[src/rtl/seg7_scan_ctrl.sv]
// Eight-digit seven-segment scan controller: blanks, then drives, one digit at
// a time; new display words are staged in a shadow register and committed only
// at the frame boundary, so a single frame never mixes old and new digits.
module seg7_scan_ctrl #(
    parameter int unsigned DIV_CYCLES   = 100000,
    parameter int unsigned BLANK_CYCLES = 16
) (
    input  logic        clk,
    input  logic        reset,
    input  logic        load_valid,
    input  logic [31:0] load_data,
    input  logic [7:0]  load_mask,
    output logic        load_ready,
    output logic        frame_tick,
    output logic [2:0]  digit_idx,
    output logic        an0,
    output logic        an1,
    output logic        an2,
    output logic        an3,
    output logic        an4,
    output logic        an5,
    output logic        an6,
    output logic        an7,
    output logic        segA,
    output logic        segB,
    output logic        segC,
    output logic        segD,
    output logic        segE,
    output logic        segF,
    output logic        segG
);

    localparam int unsigned CNT_MAX = (DIV_CYCLES > BLANK_CYCLES) ? DIV_CYCLES : BLANK_CYCLES;
    localparam int unsigned CNT_W   = (CNT_MAX > 1) ? $clog2(CNT_MAX) : 1;
    localparam logic [CNT_W-1:0] DIV_LAST   = CNT_W'(DIV_CYCLES - 1);
    localparam logic [CNT_W-1:0] BLANK_LAST = CNT_W'(BLANK_CYCLES - 1);

    typedef enum logic {
        ST_BLANK = 1'b0,
        ST_DRIVE = 1'b1
    } state_e;

    // Display payload: eight hex nibbles plus per-digit enable.
    typedef struct packed {
        logic [31:0] word;
        logic [7:0]  mask;
    } disp_t;

    state_e             state_q, state_d;
    logic [2:0]         idx_q, idx_d;
    logic [CNT_W-1:0]   cnt_q, cnt_d;
    disp_t              active_q, active_d;
    disp_t              shadow_q, shadow_d;
    logic               pending_q, pending_d;

    logic               load_ready_q, load_ready_d;
    logic               frame_tick_q, frame_tick_d;
    logic [7:0]         an_q, an_d;
    logic [6:0]         seg_q, seg_d;

    logic               at_boundary;
    logic [3:0]         nibble;

    // Active-low hex decode, bit 6 = A down to bit 0 = G.
    function automatic logic [6:0] hex_to_seg(input logic [3:0] h);
        logic [6:0] s;
        s = 7'b1111111;
        case (h)
            4'h0: s = 7'b0000001;
            4'h1: s = 7'b1001111;
            4'h2: s = 7'b0010010;
            4'h3: s = 7'b0000110;
            4'h4: s = 7'b1001100;
            4'h5: s = 7'b0100100;
            4'h6: s = 7'b0100000;
            4'h7: s = 7'b0001111;
            4'h8: s = 7'b0000000;
            4'h9: s = 7'b0000100;
            4'hA: s = 7'b0001000;
            4'hB: s = 7'b1100000;
            4'hC: s = 7'b0110001;
            4'hD: s = 7'b1000010;
            4'hE: s = 7'b0110000;
            4'hF: s = 7'b0111000;
            default: s = 7'b1111111;
        endcase
        return s;
    endfunction

    // State, data and output registers; reset leaves the display dark.
    always_ff @(posedge clk or negedge reset) begin
        if (!reset) begin
            state_q      <= ST_BLANK;
            idx_q        <= 3'd0;
            cnt_q        <= '0;
            active_q     <= '0;
            shadow_q     <= '0;
            pending_q    <= 1'b0;
            load_ready_q <= 1'b1;
            frame_tick_q <= 1'b0;
            an_q         <= 8'hFF;
            seg_q        <= 7'h7F;
        end else begin
            state_q      <= state_d;
            idx_q        <= idx_d;
            cnt_q        <= cnt_d;
            active_q     <= active_d;
            shadow_q     <= shadow_d;
            pending_q    <= pending_d;
            load_ready_q <= load_ready_d;
            frame_tick_q <= frame_tick_d;
            an_q         <= an_d;
            seg_q        <= seg_d;
        end
    end

    // Next-state sequencing, handshake, commit, and pin values for the next cycle.
    always_comb begin
        state_d      = state_q;
        idx_d        = idx_q;
        cnt_d        = cnt_q + CNT_W'(1);
        active_d     = active_q;
        shadow_d     = shadow_q;
        pending_d    = pending_q;
        an_d         = 8'hFF;
        seg_d        = 7'h7F;
        nibble       = 4'h0;

        at_boundary  = (state_q == ST_DRIVE) && (idx_q == 3'd7) && (cnt_q == DIV_LAST);

        case (state_q)
            ST_BLANK: begin
                if (cnt_q == BLANK_LAST) begin
                    state_d = ST_DRIVE;
                    cnt_d   = '0;
                end
            end
            ST_DRIVE: begin
                if (cnt_q == DIV_LAST) begin
                    state_d = ST_BLANK;
                    cnt_d   = '0;
                    idx_d   = idx_q + 3'd1;
                end
            end
            default: begin
                state_d = ST_BLANK;
                cnt_d   = '0;
            end
        endcase

        // Commit and accept are exclusive: ready is low whenever a word is pending.
        if (at_boundary && pending_q) begin
            active_d  = shadow_q;
            pending_d = 1'b0;
        end
        if (load_valid && load_ready_q) begin
            shadow_d.word = load_data;
            shadow_d.mask = load_mask;
            pending_d     = 1'b1;
        end

        // Pins are computed from next state so they line up with the state on the pins.
        nibble = active_d.word[{idx_d, 2'b00} +: 4];
        if (state_d == ST_DRIVE) begin
            an_d[idx_d] = ~active_d.mask[idx_d];
            if (active_d.mask[idx_d]) begin
                seg_d = hex_to_seg(nibble);
            end
        end

        load_ready_d = ~pending_d;
        frame_tick_d = (state_d == ST_DRIVE) && (idx_d == 3'd7) && (cnt_d == DIV_LAST);
    end

    assign load_ready = load_ready_q;
    assign frame_tick = frame_tick_q;
    assign digit_idx  = idx_q;

    assign an0  = an_q[0];
    assign an1  = an_q[1];
    assign an2  = an_q[2];
    assign an3  = an_q[3];
    assign an4  = an_q[4];
    assign an5  = an_q[5];
    assign an6  = an_q[6];
    assign an7  = an_q[7];

    assign segA = seg_q[6];
    assign segB = seg_q[5];
    assign segC = seg_q[4];
    assign segD = seg_q[3];
    assign segE = seg_q[2];
    assign segF = seg_q[1];
    assign segG = seg_q[0];

endmodule

[config.mk]
export PLATFORM = sky130hd
export DESIGN_NAME = seg7_scan_ctrl
export DESIGN_NICKNAME = d
export VERILOG_FILES = /design/src/rtl/seg7_scan_ctrl.sv
export SDC_FILE = /design/constraint.sdc
export NUM_CORES = 1
export LEC_CHECK = 0
export CAP_MARGIN = 20
export CORE_MARGIN = 10
export CORE_UTILIZATION = 30
export DETAILED_ROUTE_END_ITERATION = 8
export GPL_ROUTABILITY_DRIVEN = 0
export SYNTH_ARGS = -nofsm -noshare
export SYNTH_HDL_FRONTEND = slang
export SYNTH_SLANG_ARGS = --single-unit
[constraint.sdc]
create_clock -name clk -period 10.5 [get_ports clk]
set_input_delay 1.575 -clock clk [delete_from_list [all_inputs] [get_ports clk]]
set_output_delay 1.575 -clock clk [all_outputs]
set_load 0.01 [all_outputs]
==> results of run 1 <==
power by group:
part           switching [mW]  total [mW]  internal [mW]
Combinational          0.0112      0.0250         0.0138
Sequential                  0       0.459          0.459
Clock                   0.209       0.588          0.378
through the flow:
| step | hold slack, ps | utilization | setup WS, ps | area (µm²) |
|---|---|---|---|---|
| after floorplan | 438 | - | 7080 | 5740 |
| after global placement | 454 | 0.348 | 6200 | 6540 |
| after detailed placement | 465 | 0.348 | 5970 | 6540 |
| after CTS | 474 | 0.380 | 5970 | 7130 |
| after global routing | 503 | 0.380 | 5600 | 7130 |
| final | 474 | 0.380 | 5950 | 7130 |
registers in the layout, summed over array words and instances (netlist names):
signal / count
active_q: 40
an_q: 8
cnt_q: 17
digit_idx: 3
frame_tick: 1
load_ready: 1
pending_q: 1
seg_q: 7
shadow_q: 40
state_q: 1
worst max-delay path: stages, from the launching register on:
cell      delay [ps]
dfrtp_1          650
ha_1             250
ha_1             180
nand2_1          130
or3_1            430
nor2_4           820
mux2_2           330
mux2i_1           70
mux2_2           270
mux2_2           350
inv_1            110
ha_1             250
inv_1            100
nor3_1           290
nor3_1            80
o21bai_1         150
cell type report:
type | instances | area share
inverters | 10 | 0.00526
clock buffers | 20 | 0.0626
multi-input cells | 325 | 0.362
clock inverters | 12 | 0.0212
repair buffers | 63 | 0.0877
flip-flops and latches | 119 | 0.420
well taps | 234 | 0.0410
synthesized netlist by cell type, drive strengths merged, types with 7 or more instances:
cell,instances
and3,9
buf,19
dfrtp,103
dfstp,16
ha,9
inv,10
mux2,89
mux2i,16
nand2,27
nand3,18
nor2,36
nor3,16
nor4,7
o21ai,10
or3,10
xnor2,8
xor2,8
worst max-delay path by stage:
stage | startpoint | end | slack [ps] | cells past startpoint
detailed placement | digit_idx[0] | seg_q[1] | 5970 | 15
CTS | digit_idx[0] | seg_q[1] | 5970 | 15
global placement | digit_idx[0] | seg_q[1] | 6200 | 15
finish | digit_idx[0] | seg_q[3] | 5950 | 15
global route | digit_idx[0] | seg_q[1] | 5600 | 15
floorplan | digit_idx[1] | seg_q[1] | 7080 | 16
layer usage:
| layer | routed length [µm] | track usage |
|---|---|---|
| met3 | 659 | 0.0351 |
| met1 | 6450 | 0.149 |
| met5 | 0 | 0 |
| met4 | 242 | 0.0454 |
| met2 | 6490 | 0.181 |
cells in the final DEF, fill, tap and decap left out, types with 3 or more instances in the layout:
cell type / netlist / layout
inv_2: 3 / 3
xnor2_1: 8 / 8
a221o_1: 4 / 4
mux2_2: 89 / 89
clkbuf_16: 0 / 17
dfrtp_1: 103 / 103
or3_1: 10 / 10
clkdlybuf4s50_1: 0 / 61
a211oi_1: 5 / 5
nor2_1: 33 / 33
nor3_1: 16 / 16
xor2_1: 8 / 8
nor4_1: 6 / 6
mux2i_1: 15 / 15
o21bai_1: 3 / 3
inv_1: 7 / 7
clkinv_2: 0 / 4
dfstp_2: 16 / 16
a21o_1: 3 / 3
and3_1: 9 / 9
nand2_1: 27 / 26
o21ai_0: 8 / 8
ha_1: 9 / 9
nand3_1: 17 / 17
a22oi_1: 5 / 5
bufinv_16: 0 / 3
a21oi_1: 6 / 6
logic make-up after synthesis:
kind of cell / count (synthesis)
xor gates and xnor gates: 16
buffers and inverters: 34
and+or+nand+nor: 138
AOI/OAI and AO/OA: 57
muxes: 105
adders and majority gates: 9
DFF: 119
==> impl_results.md, run 1 <==
- Status: completed
- Vias in the first global route: 4325
- Critical Path RT: 10840 ps
- MaxCap Viol Count: 0
- Number of instances in the placed design: 751
- Leak: 3.28 nW
- Vias/cell: 5.03
- Register area: 3000 µm²
- Post-cts sizing count: 0
- Worst Hold Launch: cnt_q[0]
- Worst Path Arrival: 4890 ps
- Layout cells sized above 1: 0.282
- Synth top area cells: dfrtp_1 45%, mux2_2 17%, dfstp_2 7.3%
- Fin crit share: 0.433
- Worst Setup End Kind: flop
- CTS Hold Bufs: 0
- CP Max Fanout: 36
- Setup TNS: 0 ps
- Leading area contributor after synthesis: dfrtp_1
- Max Slew Vio Count: 0
- Mapped Area: 5740 µm²
- Die height: 158 µm
- Worst reg2reg setup slack: 5950 ps
- Core Region: 18800 µm²
- FILL cells: 1791
- Layout Skew: 10.2 ps
- Avg Cell Area, Syn: 12.0 µm²
- Worst setup SP type: flop
- Root buf cell: clkbuf_16
- Iteration-0 DRC Markers: 220
- Width of the die: 158 µm
- FF+latch count, synth: 119
- Syn_nets: 530
- Synth Area in XOR/XNOR: 0.0244
- ANT cells: 0
- Sequential area share after synthesis: 0.522
- Post-Synth Adder-Cell Area: 0.0196
- Final setup fails: 0
- Post-Syn Instances: 478
- Routed WL: 13.8 mm
- Yosys top cell area share: 0.449
- Grt ovf: 0
- Endpoints failing hold: 0
- CTS tree: yes
- Routed length per placed instance: 17.7 µm
- # DRC: 0
- Hold/Removal Path Class: flop to flop
- Hold path endpoint: cnt_q[0]
- RR Startpoint: digit_idx[0]
- Non-Filler Instances: 783
- RR Endpoint: seg_q[3]
- Largest net degree at the start of global routing: 67
- IO Count: 63
- Post-route ant nets: 0
- Gr usage total: 0.117
- FMAX: 220 MHz
- Initial Utilization: 0.306
- Pwr Total: 1.07 mW
- Multi-input gate area: 2580 µm²
- Final Critical Period: 4550 ps
- Synth Area in Compound Gates: 0.0767
- H-tree Lvls: 4
- DP HPWL: 9.81 mm
- Relative slew slack: 0.294
- Clk sinks: 119
- Largest family of logic cells by synthesized area: multiplexers
- Hold Crit Depth: 1
- RSZ-0062 raised after global routing: no
- IO Port Bufs: 62
- Skew-Pair Late Insertion Delay: 420 ps
- Slew @ Worst Pin: 1050 ps
- Post-synthesis async set-or-reset flop share: 1.00
- Cts bufs inserted: 17
- Worst setup path category: flop to flop
- Full die area: 25100 µm²
- First-pass GRT wire length: 23.0 mm
- Clk buf depth: 2
- Top FF cell, synth: dfrtp_1
- Peak VDD IR: 108 µV
- DR vias: 3935
- DRT Pass-1 Iters: 4
- Setup Fix Bufs, Post-CTS: 0
- Unique masters post-synth: 63
- Clock-pin slew on the worst setup and hold paths: 60 ps
- Post-synthesis mux area share: 0.203
- Initial antenna violation count: 0
- Post-synthesis simple-gate area fraction: 0.125
- Power density over the cells: 150 nW/µm²
- Number of synthesized flops with an enable pin: 0
- Area growth, synth to finish: 24.2%
- Reg2reg path depth: 15
- Placement row count: 50
- Total Nets Final: 588
- Yosys warns: 0
Power figures use the tool's default switching activity.
==> run 2, diff against run 1 <==
==> constraint.sdc (replaced) <==
create_clock -name clk -period 4.35 [get_ports clk]
set_input_delay 0.6525 -clock clk [delete_from_list [all_inputs] [get_ports clk]]
set_output_delay 0.6525 -clock clk [all_outputs]
set_load 0.01 [all_outputs]
==> run 2 against run 1 <==
- final cell count is 0.77% higher
- combinational power increased by 140%
- clock power grew 110%
- critical path depth fell by 1
- flip-flop and latch count unchanged
- design area fell by 0.16%
- clock skew fell by 4.2 ps
- register-to-register slack worse by 5600 ps
- via count rose by 0.30%
- critical endpoint is now seg_q[1]
==> impl_results.md, run 2 (synthesized netlist as in run 1, its figures left out) <==
- Status: completed
- Final setup fails: 0
- Iteration-0 DRC Markers: 299
- Net Sw Frac: 0.226
- Most common cell after layout, fill and taps aside: dfrtp_1
- Hold/Removal Path Class: input pin to asynchronous set/reset pin
- Full die area: 25100 µm²
- Cts bufs inserted: 17
- Die height: 158 µm
- Comb power frac: 0.025
- Post-cts sizing count: 0
- Fin crit share: 0.913
- Clock-pin slew on the worst setup and hold paths: 60 ps
- Total Nets Final: 594
- Vias/cell: 5.00
- Layout Skew: 6.08 ps
- DRT Pass-1 Iters: 5
- Critical Path RT: 4690 ps
- Area post-placement: 6580 µm²
- Core Region: 18800 µm²
- Pint: 1.88 mW
- Setup Fix Bufs, Post-CTS: 0
- Peak VDD IR: 290 µV
- RSZ-0062 raised after global routing: no
- Width of the die: 158 µm
- Area growth, synth to finish: 24.0%
- Post-route ant nets: 0
- Placement row count: 50
- DP HPWL: 9.75 mm
- MaxCap Viol Count: 0
- Clock Power Share: 0.520
- Leak: 3.28 nW
- FMAX: 252 MHz
- Setup TNS: 0 ps
- Slew @ Worst Pin: 1070 ps
- Relative slew slack: 0.285
- Layout cells sized above 1: 0.294
- Routed length per placed instance: 17.2 µm
- Worst setup path category: flop to flop
- Power density over the cells: 342 nW/µm²
- Post-Layout Inst Area: 7120 µm²
- Most frequent cells in the layout: 103 x dfrtp_1, 89 x mux2_2, 61 x clkdlybuf4s50_1
- Skew-Pair Late Insertion Delay: 410 ps
- Largest net degree at the start of global routing: 42
- Final Critical Period: 3970 ps
- Initial antenna violation count: 0
- Vias in the first global route: 4205
- Endpoints failing hold: 0
- Clk buf depth: 2
- CTS tree: yes
- Root buf cell: clkbuf_16
- Max Slew Vio Count: 0
- Worst setup SP type: flop
- Grt ovf: 0
- CP Max Fanout: 18
- Net Sw Power: 0.549 mW
- DR vias: 3947
- ANT cells: 0
- H-tree Lvls: 4
- CTS Hold Bufs: 0
- First-pass GRT wire length: 22.0 mm
- Initial Utilization: 0.306
- # DRC: 0
- Biggest regs: active_q x40, shadow_q x40, cnt_q x17
- IO Port Bufs: 62
- Power share of the sequential group: 0.455
- IO Count: 63
- Routed WL: 13.6 mm
- Worst Setup End Kind: flop
- Clk sinks: 119
- Worst Path Arrival: 4310 ps
- Gr usage total: 0.112
==> run 2: worst max-delay path, cell delays in order, from the launching register on <==
cell,delay [ps]
dfrtp_1,380
ha_1,190
and3_1,320
nand3_1,420
nor2_4,580
mux2_2,410
mux2i_1,140
o32ai_1,90
nor2_1,370
inv_1,150
ha_1,210
inv_1,80
a21oi_1,70
o21bai_1,190
a221o_1,300
==> run 2: area by class of cell <==
class | count | area [µm²]
fillers | 1806 | 11600
flip-flops and latches | 119 | 3000
clock buffers | 18 | 439
inverters | 10 | 37.5
multi-input cells | 325 | 2580
repair buffers | 69 | 671
well taps | 234 | 293
clock inverters | 14 | 103
==> run 2: final timing paths <==
kind / start / end / slack [ps] / depth (start not counted)
max reg2reg: cnt_q[0] / seg_q[1] / 380 / 14
min: reset / cnt_q[7] / 230 / 1
max: cnt_q[0] / seg_q[1] / 380 / 14
min reg2reg: cnt_q[0] / cnt_q[0] / 470 / 1
min in group clk: cnt_q[0] / cnt_q[0] / 470 / 1
max in group asynchronous: reset / an_q[2] / 3150 / 2
==> run 2: power by group through the flow <==
stage          clock [mW]  sequential (mW)  combinational, mW
2_1_floorplan           0             1.13           0.000405
3_3_place_gp            0             1.13             0.0621
3_5_place_dp            0             1.13             0.0633
4_1_cts              1.30             1.11             0.0636
5_1_grt              1.35             1.11             0.0675
6_report             1.26             1.11             0.0610
==> run 2: layer usage <==
| layer | share of wire | routed length [µm] | track usage | vias to the layer above |
|---|---|---|---|---|
| met5 | 0 | 0 | 0 | - |
| met4 | 0.016 | 217 | 0.0428 | 0 |
| met3 | 0.052 | 710 | 0.0340 | 15 |
| met2 | 0.47 | 6430 | 0.175 | 94 |
| met1 | 0.46 | 6210 | 0.142 | 1979 |
| li1 | - | - | - | 1859 |
==> run 2: metrics by stage <==
| step | utilization | power (mW) | std cells | setup WS (ps) | hold slack (ps) |
|---|---|---|---|---|---|
| 4_1_cts | 0.379 | 2.47 | 789 | 380 | 238 |
| 6_report | 0.379 | 2.43 | 789 | 379 | 231 |
| 2_1_floorplan | - | 1.13 | 478 | 929 | 357 |
| 5_1_grt | 0.379 | 2.52 | 789 | 42.6 | 259 |
| 3_3_place_gp | 0.351 | 1.19 | 757 | 539 | 449 |
| 3_5_place_dp | 0.351 | 1.19 | 757 | 399 | 479 |
